<file path="src/rtl/load_store_seq.sv">
// load_store_seq: load/store sequencer for a 32-bit word-organised memory.
// Accepts one byte/halfword/word access at a time. A misaligned request that
// crosses a word boundary is split into two word accesses. Load data is
// re-aligned and extended before it is returned on resp_rdata.
module load_store_seq (
  input  logic        clk,
  input  logic        rst_n,
  input  logic        req_valid,
  output logic        req_ready,
  input  logic        req_store,
  input  logic [31:0] req_addr,
  input  logic [31:0] req_wdata,
  input  logic [1:0]  req_size,
  input  logic        req_extend,
  output logic        busy,
  output logic        resp_valid,
  output logic [31:0] resp_rdata,
  output logic        mem_en,
  output logic        mem_we,
  output logic [31:0] mem_addr,
  output logic [3:0]  mem_be,
  output logic [31:0] mem_wdata,
  input  logic [31:0] mem_rdata
);

  // state  | meaning
  // IDLE   | ready for a request
  // ACC0   | first (or only) word access
  // ACC1   | second word access of a split request
  // WAIT   | last read data returns, result is assembled
  // RESP   | one-cycle completion pulse
  typedef enum logic [2:0] {
    S_IDLE = 3'd0,
    S_ACC0 = 3'd1,
    S_ACC1 = 3'd2,
    S_WAIT = 3'd3,
    S_RESP = 3'd4
  } state_t;

  state_t      r_state;
  state_t      w_next;

  logic        r_store;
  logic [31:0] r_addr;
  logic [31:0] r_wdata;
  logic [1:0]  r_size;
  logic        r_extend;
  logic [31:0] r_word0;
  logic [31:0] r_rdata;

  logic        w_hs;
  logic [1:0]  w_off;
  logic [2:0]  w_len;
  logic        w_split;
  logic [3:0]  w_lane_base;
  logic [7:0]  w_lane_mask;
  logic [31:0] w_base_addr;
  logic [63:0] w_rot64;
  logic [31:0] w_wdata_rot;
  logic [31:0] w_word0;
  logic [31:0] w_word1;
  logic [63:0] w_pair;
  logic [31:0] w_aligned;
  logic [31:0] w_extended;
  logic [31:0] w_load_result;

  assign w_hs  = req_valid && req_ready;
  assign w_off = r_addr[1:0];

  // Size code 11 behaves as a word access.
  always_comb begin
    w_len       = 3'd4;
    w_lane_base = 4'b1111;
    case (r_size)
      2'b01: begin
        w_len       = 3'd2;
        w_lane_base = 4'b0011;
      end
      2'b10: begin
        w_len       = 3'd1;
        w_lane_base = 4'b0001;
      end
      default: begin
        w_len       = 3'd4;
        w_lane_base = 4'b1111;
      end
    endcase
  end

  // Low nibble of the shifted mask covers the first word, high nibble the second.
  assign w_split     = ({1'b0, w_off} + w_len) > 3'd4;
  assign w_lane_mask = {4'b0000, w_lane_base} << w_off;
  assign w_base_addr = {r_addr[31:2], 2'b00};
  assign w_rot64     = {r_wdata, r_wdata} << {w_off, 3'b000};
  assign w_wdata_rot = w_rot64[63:32];

  // In WAIT the last word is still on mem_rdata; it is word1 only when split.
  assign w_word0   = w_split ? r_word0 : mem_rdata;
  assign w_word1   = w_split ? mem_rdata : 32'h0000_0000;
  assign w_pair    = {w_word1, w_word0} >> {w_off, 3'b000};
  assign w_aligned = w_pair[31:0];

  // Keep the low N bytes and sign- or zero-extend from the top kept bit.
  always_comb begin
    w_extended = w_aligned;
    case (w_len)
      3'd1:    w_extended = {{24{r_extend & w_aligned[7]}},  w_aligned[7:0]};
      3'd2:    w_extended = {{16{r_extend & w_aligned[15]}}, w_aligned[15:0]};
      default: w_extended = w_aligned;
    endcase
  end

  assign w_load_result = r_store ? 32'h0000_0000 : w_extended;

  // State register.
  always_ff @(posedge clk or negedge rst_n) begin
    if (!rst_n) r_state <= S_IDLE;
    else        r_state <= w_next;
  end

  // Next-state logic.
  always_comb begin
    w_next = r_state;
    case (r_state)
      S_IDLE:  if (req_valid) w_next = S_ACC0;
      S_ACC0:  w_next = w_split ? S_ACC1 : S_WAIT;
      S_ACC1:  w_next = S_WAIT;
      S_WAIT:  w_next = S_RESP;
      S_RESP:  w_next = S_IDLE;
      default: w_next = S_IDLE;
    endcase
  end

  // Output decode; memory outputs are zero outside the two access states.
  always_comb begin
    req_ready  = 1'b0;
    resp_valid = 1'b0;
    mem_en     = 1'b0;
    mem_we     = 1'b0;
    mem_addr   = 32'h0000_0000;
    mem_be     = 4'b0000;
    mem_wdata  = 32'h0000_0000;
    case (r_state)
      S_IDLE: req_ready = 1'b1;
      S_ACC0: begin
        mem_en    = 1'b1;
        mem_we    = r_store;
        mem_addr  = w_base_addr;
        mem_be    = w_lane_mask[3:0];
        mem_wdata = w_wdata_rot;
      end
      S_ACC1: begin
        mem_en    = 1'b1;
        mem_we    = r_store;
        mem_addr  = w_base_addr + 32'd4;
        mem_be    = w_lane_mask[7:4];
        mem_wdata = w_wdata_rot;
      end
      S_RESP: resp_valid = 1'b1;
      default: ;
    endcase
  end

  assign busy       = ~req_ready;
  assign resp_rdata = r_rdata;

  // Request capture on handshake; inputs are ignored at all other times.
  always_ff @(posedge clk or negedge rst_n) begin
    if (!rst_n) begin
      r_store  <= 1'b0;
      r_addr   <= 32'h0000_0000;
      r_wdata  <= 32'h0000_0000;
      r_size   <= 2'b00;
      r_extend <= 1'b0;
    end else if (w_hs) begin
      r_store  <= req_store;
      r_addr   <= req_addr;
      r_wdata  <= req_wdata;
      r_size   <= req_size;
      r_extend <= req_extend;
    end
  end

  // First read word of a split load arrives during ACC1; result is registered in WAIT.
  always_ff @(posedge clk or negedge rst_n) begin
    if (!rst_n) begin
      r_word0 <= 32'h0000_0000;
      r_rdata <= 32'h0000_0000;
    end else begin
      if (r_state == S_ACC1 && !r_store) r_word0 <= mem_rdata;
      if (r_state == S_WAIT)             r_rdata <= w_load_result;
    end
  end

endmodule

</file>
<file path="config.mk">
export PLATFORM = sky130hd
export DESIGN_NAME = load_store_seq
export DESIGN_NICKNAME = d
export VERILOG_FILES = /design/src/rtl/load_store_seq.sv
export SDC_FILE = /design/constraint.sdc
export NUM_CORES = 1
export LEC_CHECK = 0
export BUFFER_PORTS_ARGS = -buffer_cell sky130_fd_sc_hd__buf_2
export CORE_MARGIN = 5
export CORE_UTILIZATION = 35
export DETAILED_ROUTE_END_ITERATION = 10
export GPL_TIMING_DRIVEN = 0
export PLACE_DENSITY = 0.64
export SETUP_SLACK_MARGIN = 0.3
export SLEW_MARGIN = 20
export SYNTH_ARGS = -nofsm -noshare
export SYNTH_HDL_FRONTEND = slang
export SYNTH_SLANG_ARGS = --single-unit
export TNS_END_PERCENT = 10
</file>
<file path="constraint.sdc">
create_clock -name clk -period 7.6 [get_ports clk]
set_clock_uncertainty 0.15 [all_clocks]
set_input_delay 0.38 -clock clk [delete_from_list [all_inputs] [get_ports clk]]
set_output_delay 0.38 -clock clk [all_outputs]
set_load 0.05 [all_outputs]
</file>
==> impl_metrics.toml <==
[run_status]
status = "finished, final reports clean"

[drt]
topRoutingLayerUsed = "met4"
detailroute.via_count = 8142
detailroute.wirelength.met3_um = 2400
routed-wl-met2_um = 14000
routed_wirelength_um = 30500
post-route-drc-count = 0
drt-initial-drc-count = 888
ant_nets = 0
drt-vias-per-instance = 5.75
first_pass_iters = 6
wl_per_cell_um = 21.5
routedLengthMet1_um = 13100

[finish]
layout_commonest_cell = "sky130_fd_sc_hd__buf_2"
drive_gt1_frac = 0.394
area.growth.synth_to_final_pct = 23.5
commonest_cells_after_routing_fill_and_taps_aside = "sky130_fd_sc_hd__buf_2 (221), sky130_fd_sc_hd__dfrtp_1 (135), sky130_fd_sc_hd__mux2_2 (100)"
final_layout_net_count = 1182

[clock_network]
clock_tree.htree_level_count = 4
cts_resized = 0
clock_latency_ns = 0.42
clock-sinks = 135
clock_root_cell = "sky130_fd_sc_hd__clkbuf_16"
tritoncts.num_buffers = 17
max-clock-path-buffers = 2
cts_clk_pin_slew_worst_paths_ns = 0.06
cts_tree = "yes"

[sta]
max_slew_margin = 0.422
timing_worst_slew_pin_value_ns = 0.860
maxClockFrequency_mhz = 262
slew_viol_final = 0
finalCriticalPeriod_ns = 3.82
setup_tns_ns = 0
finalHoldViolations = 0
final-setup-viol-count = 0
timing.final.crit_share = 0.503
finalHoldWorstSlack_ns = 0.0194
grt_setup_unrepaired = "false"

[synth]
netlist.top_cell.by_area = "sky130_fd_sc_hd__dfrtp_1"
synthesis.instances = 846
synth.yosys.warnings = 0
synth.ff_latch_count = 135
yosysTopAreaCellShare = 0.380
synth-edff-count = 0
synth.lib_cells_used.distinct = 66
synth_top_flop_cell = "sky130_fd_sc_hd__dfrtp_1"
synth_area_leaders = "sky130_fd_sc_hd__dfrtp_1 (38%), sky130_fd_sc_hd__mux2_2 (13%), sky130_fd_sc_hd__mux4_2 (12%), sky130_fd_sc_hd__nand2_1 (4.1%), sky130_fd_sc_hd__o21ai_0 (2.8%)"
sequential_cell_area_fraction_in_the_yosys_report = 0.380
synth_async_sr_flop_share = 1.00
synth_area_um2 = 8880
post_synth.cell_area_avg_um2 = 10.5

[critical_path]
critPathMaxStageDelay_ns = 0.59
startpoint_type = "register"
timing.critical_path.slowest_stage_cell = "sky130_fd_sc_hd__fa_1"
ff2ff_path_depth = 9
cp_num_cells = 9
cp_cell_sequence = "buf_2 > inv_1 > fa_1 > xor2_2 > nor2_1 > buf_2 > clkbuf_1 > a31oi_1 > a221oi_1"
critical_path_buf_inv_count = 4
critical_path_arrival_ns = 3.98
critPathMostFrequentCell = "sky130_fd_sc_hd__buf_2"
critPathRequiredTime_ns = 7.76
criticalPathCategory = "register to register"
timing.critical_path.max_delay_family = "buffers and inverters"
crit_path_max_fanout = 10
critPathCaptureType = "register"

[placement]
numPortBuffers = 205
place_congestion = 0.921
dp_wirelength_um = 22600

[global_route]
grt_start_max_net_pins = 83
grt_util_all_layers = 0.210
number_of_antenna_violations_at_the_first_check_in_global_routing = 1
grt_first_pass_wirelength_um = 46700
grt_overflow = 0
grt_pass1_vias = 7852

[die]
coreArea_um2 = 25100
starting_density_of_the_core = 0.354
die_h_um = 169
rows = 58
floorplan.die.width_um = 169
pin_count = 208
die-area_um2 = 28700

[min_path]
worstHoldPathCells = 3
min-delay-path-class = "input port to register"

[flow_run]
max-cap-violations = 0
-- worst paths after layout --
| kind | start | to | slack (ns) |
|---|---|---|---|
| hold / removal | req_size[0] | r_size[0] | 0.02 |
| setup reg to reg | r_addr[1] | resp_rdata[23] | 3.78 |
| setup / recovery | r_addr[1] | resp_rdata[23] | 3.78 |
| hold reg to reg | resp_rdata[7] | resp_rdata[7] | 0.32 |
| min in group asynchronous | rst_n | r_addr[20] | 0.32 |
| max in group asynchronous | rst_n | r_wdata[22] | 6.23 |
-- final cells by class --
class                      instances  area (µm²)
inverter                          16        60.1
timing repair buffer             207        1070
sequential                       135        3380
fill                            2450       14100
buffer                            72         353
clock inverter                    14         151
clock buffer                      18         439
antenna                            1        2.50
multi-input combinational        624        5100
tap                              330         413
-- worst reg2reg max path: cells and delay by family, from the launching register on --
family / cells / cell delay (ns)
buf+inv: 4 / 1.53
fa+ha+maj: 1 / 0.59
compound gates: 2 / 0.50
flops: 1 / 0.38
simple gates: 1 / 0.34
xor+xnor: 1 / 0.23
-- per-layer routing --
layer	up-vias	track usage
met1	3982	0.294
met3	58	0.0384
met5	-	0
met2	438	0.328
met4	0	0.0718
li1	3664	-
-- cell families (layout without fill, tap and decap cells) --
logic type | after synthesis | count (layout) | synth area share
simple gates | 267 | 267 | 0.155
fa+ha+maj | 6 | 6 | 0.00930
xor+xnor | 2 | 2 | 0.00493
other cells | 1 | 3 | 0.000422
flops | 135 | 135 | 0.380
buf+inv | 88 | 327 | 0.0465
compound gates | 188 | 188 | 0.143
mux | 159 | 159 | 0.261
-- state kept, by name (all words and copies together) (netlist names) --
register,count
r_state,3
r_size,2
r_addr,32
r_word0,32
r_store,1
r_wdata,32
resp_rdata,32
r_extend,1
-- synth_stat cells, types with 3 or more instances --
| cell type | number |
|---|---|
| sky130_fd_sc_hd__a211o_1 | 7 |
| sky130_fd_sc_hd__a211oi_1 | 14 |
| sky130_fd_sc_hd__a21o_1 | 9 |
| sky130_fd_sc_hd__a21oi_1 | 26 |
| sky130_fd_sc_hd__a221oi_1 | 3 |
| sky130_fd_sc_hd__a22oi_1 | 6 |
| sky130_fd_sc_hd__a31oi_1 | 23 |
| sky130_fd_sc_hd__a32o_1 | 7 |
| sky130_fd_sc_hd__and2_1 | 4 |
| sky130_fd_sc_hd__and3_1 | 5 |
| sky130_fd_sc_hd__buf_1 | 4 |
| sky130_fd_sc_hd__buf_2 | 17 |
| sky130_fd_sc_hd__buf_4 | 5 |
| sky130_fd_sc_hd__buf_6 | 3 |
| sky130_fd_sc_hd__clkbuf_1 | 39 |
| sky130_fd_sc_hd__clkbuf_2 | 3 |
| sky130_fd_sc_hd__dfrtp_1 | 135 |
| sky130_fd_sc_hd__ha_1 | 5 |
| sky130_fd_sc_hd__inv_1 | 14 |
| sky130_fd_sc_hd__mux2_2 | 100 |
| sky130_fd_sc_hd__mux2i_1 | 11 |
| sky130_fd_sc_hd__mux4_2 | 47 |
| sky130_fd_sc_hd__nand2_1 | 97 |
| sky130_fd_sc_hd__nand2b_1 | 14 |
| sky130_fd_sc_hd__nand3_1 | 24 |
| sky130_fd_sc_hd__nand4_1 | 24 |
| sky130_fd_sc_hd__nor2_1 | 36 |
| sky130_fd_sc_hd__nor2b_1 | 35 |
| sky130_fd_sc_hd__nor3_1 | 3 |
| sky130_fd_sc_hd__nor3b_1 | 3 |
| sky130_fd_sc_hd__nor4_1 | 4 |
| sky130_fd_sc_hd__o211ai_1 | 18 |
| sky130_fd_sc_hd__o21ai_0 | 49 |
| sky130_fd_sc_hd__o32ai_1 | 9 |
| sky130_fd_sc_hd__or4_1 | 4 |
-- what timing repair did --
| item | CTS | global route |
|---|---|---|
| setup buffers | 0 | 0 |
| endpoints found under the hold margin | 53 | 0 |
| hold buffers | 1 | 0 |
-- through the flow --
step	util	std cells	worst slack, ns	instance area [µm²]
4_1_cts	0.437	1416	3.80	11000
6_report	0.437	1417	3.78	11000
5_1_grt	0.437	1417	3.66	11000
3_3_place_gp	0.411	1382	3.88	10300
3_5_place_dp	0.413	1383	3.90	10400
2_1_floorplan	-	847	4.39	8880
Power is not shown: default switching activity piles up to over one toggle a cycle in this logic, so the estimate is an artifact.
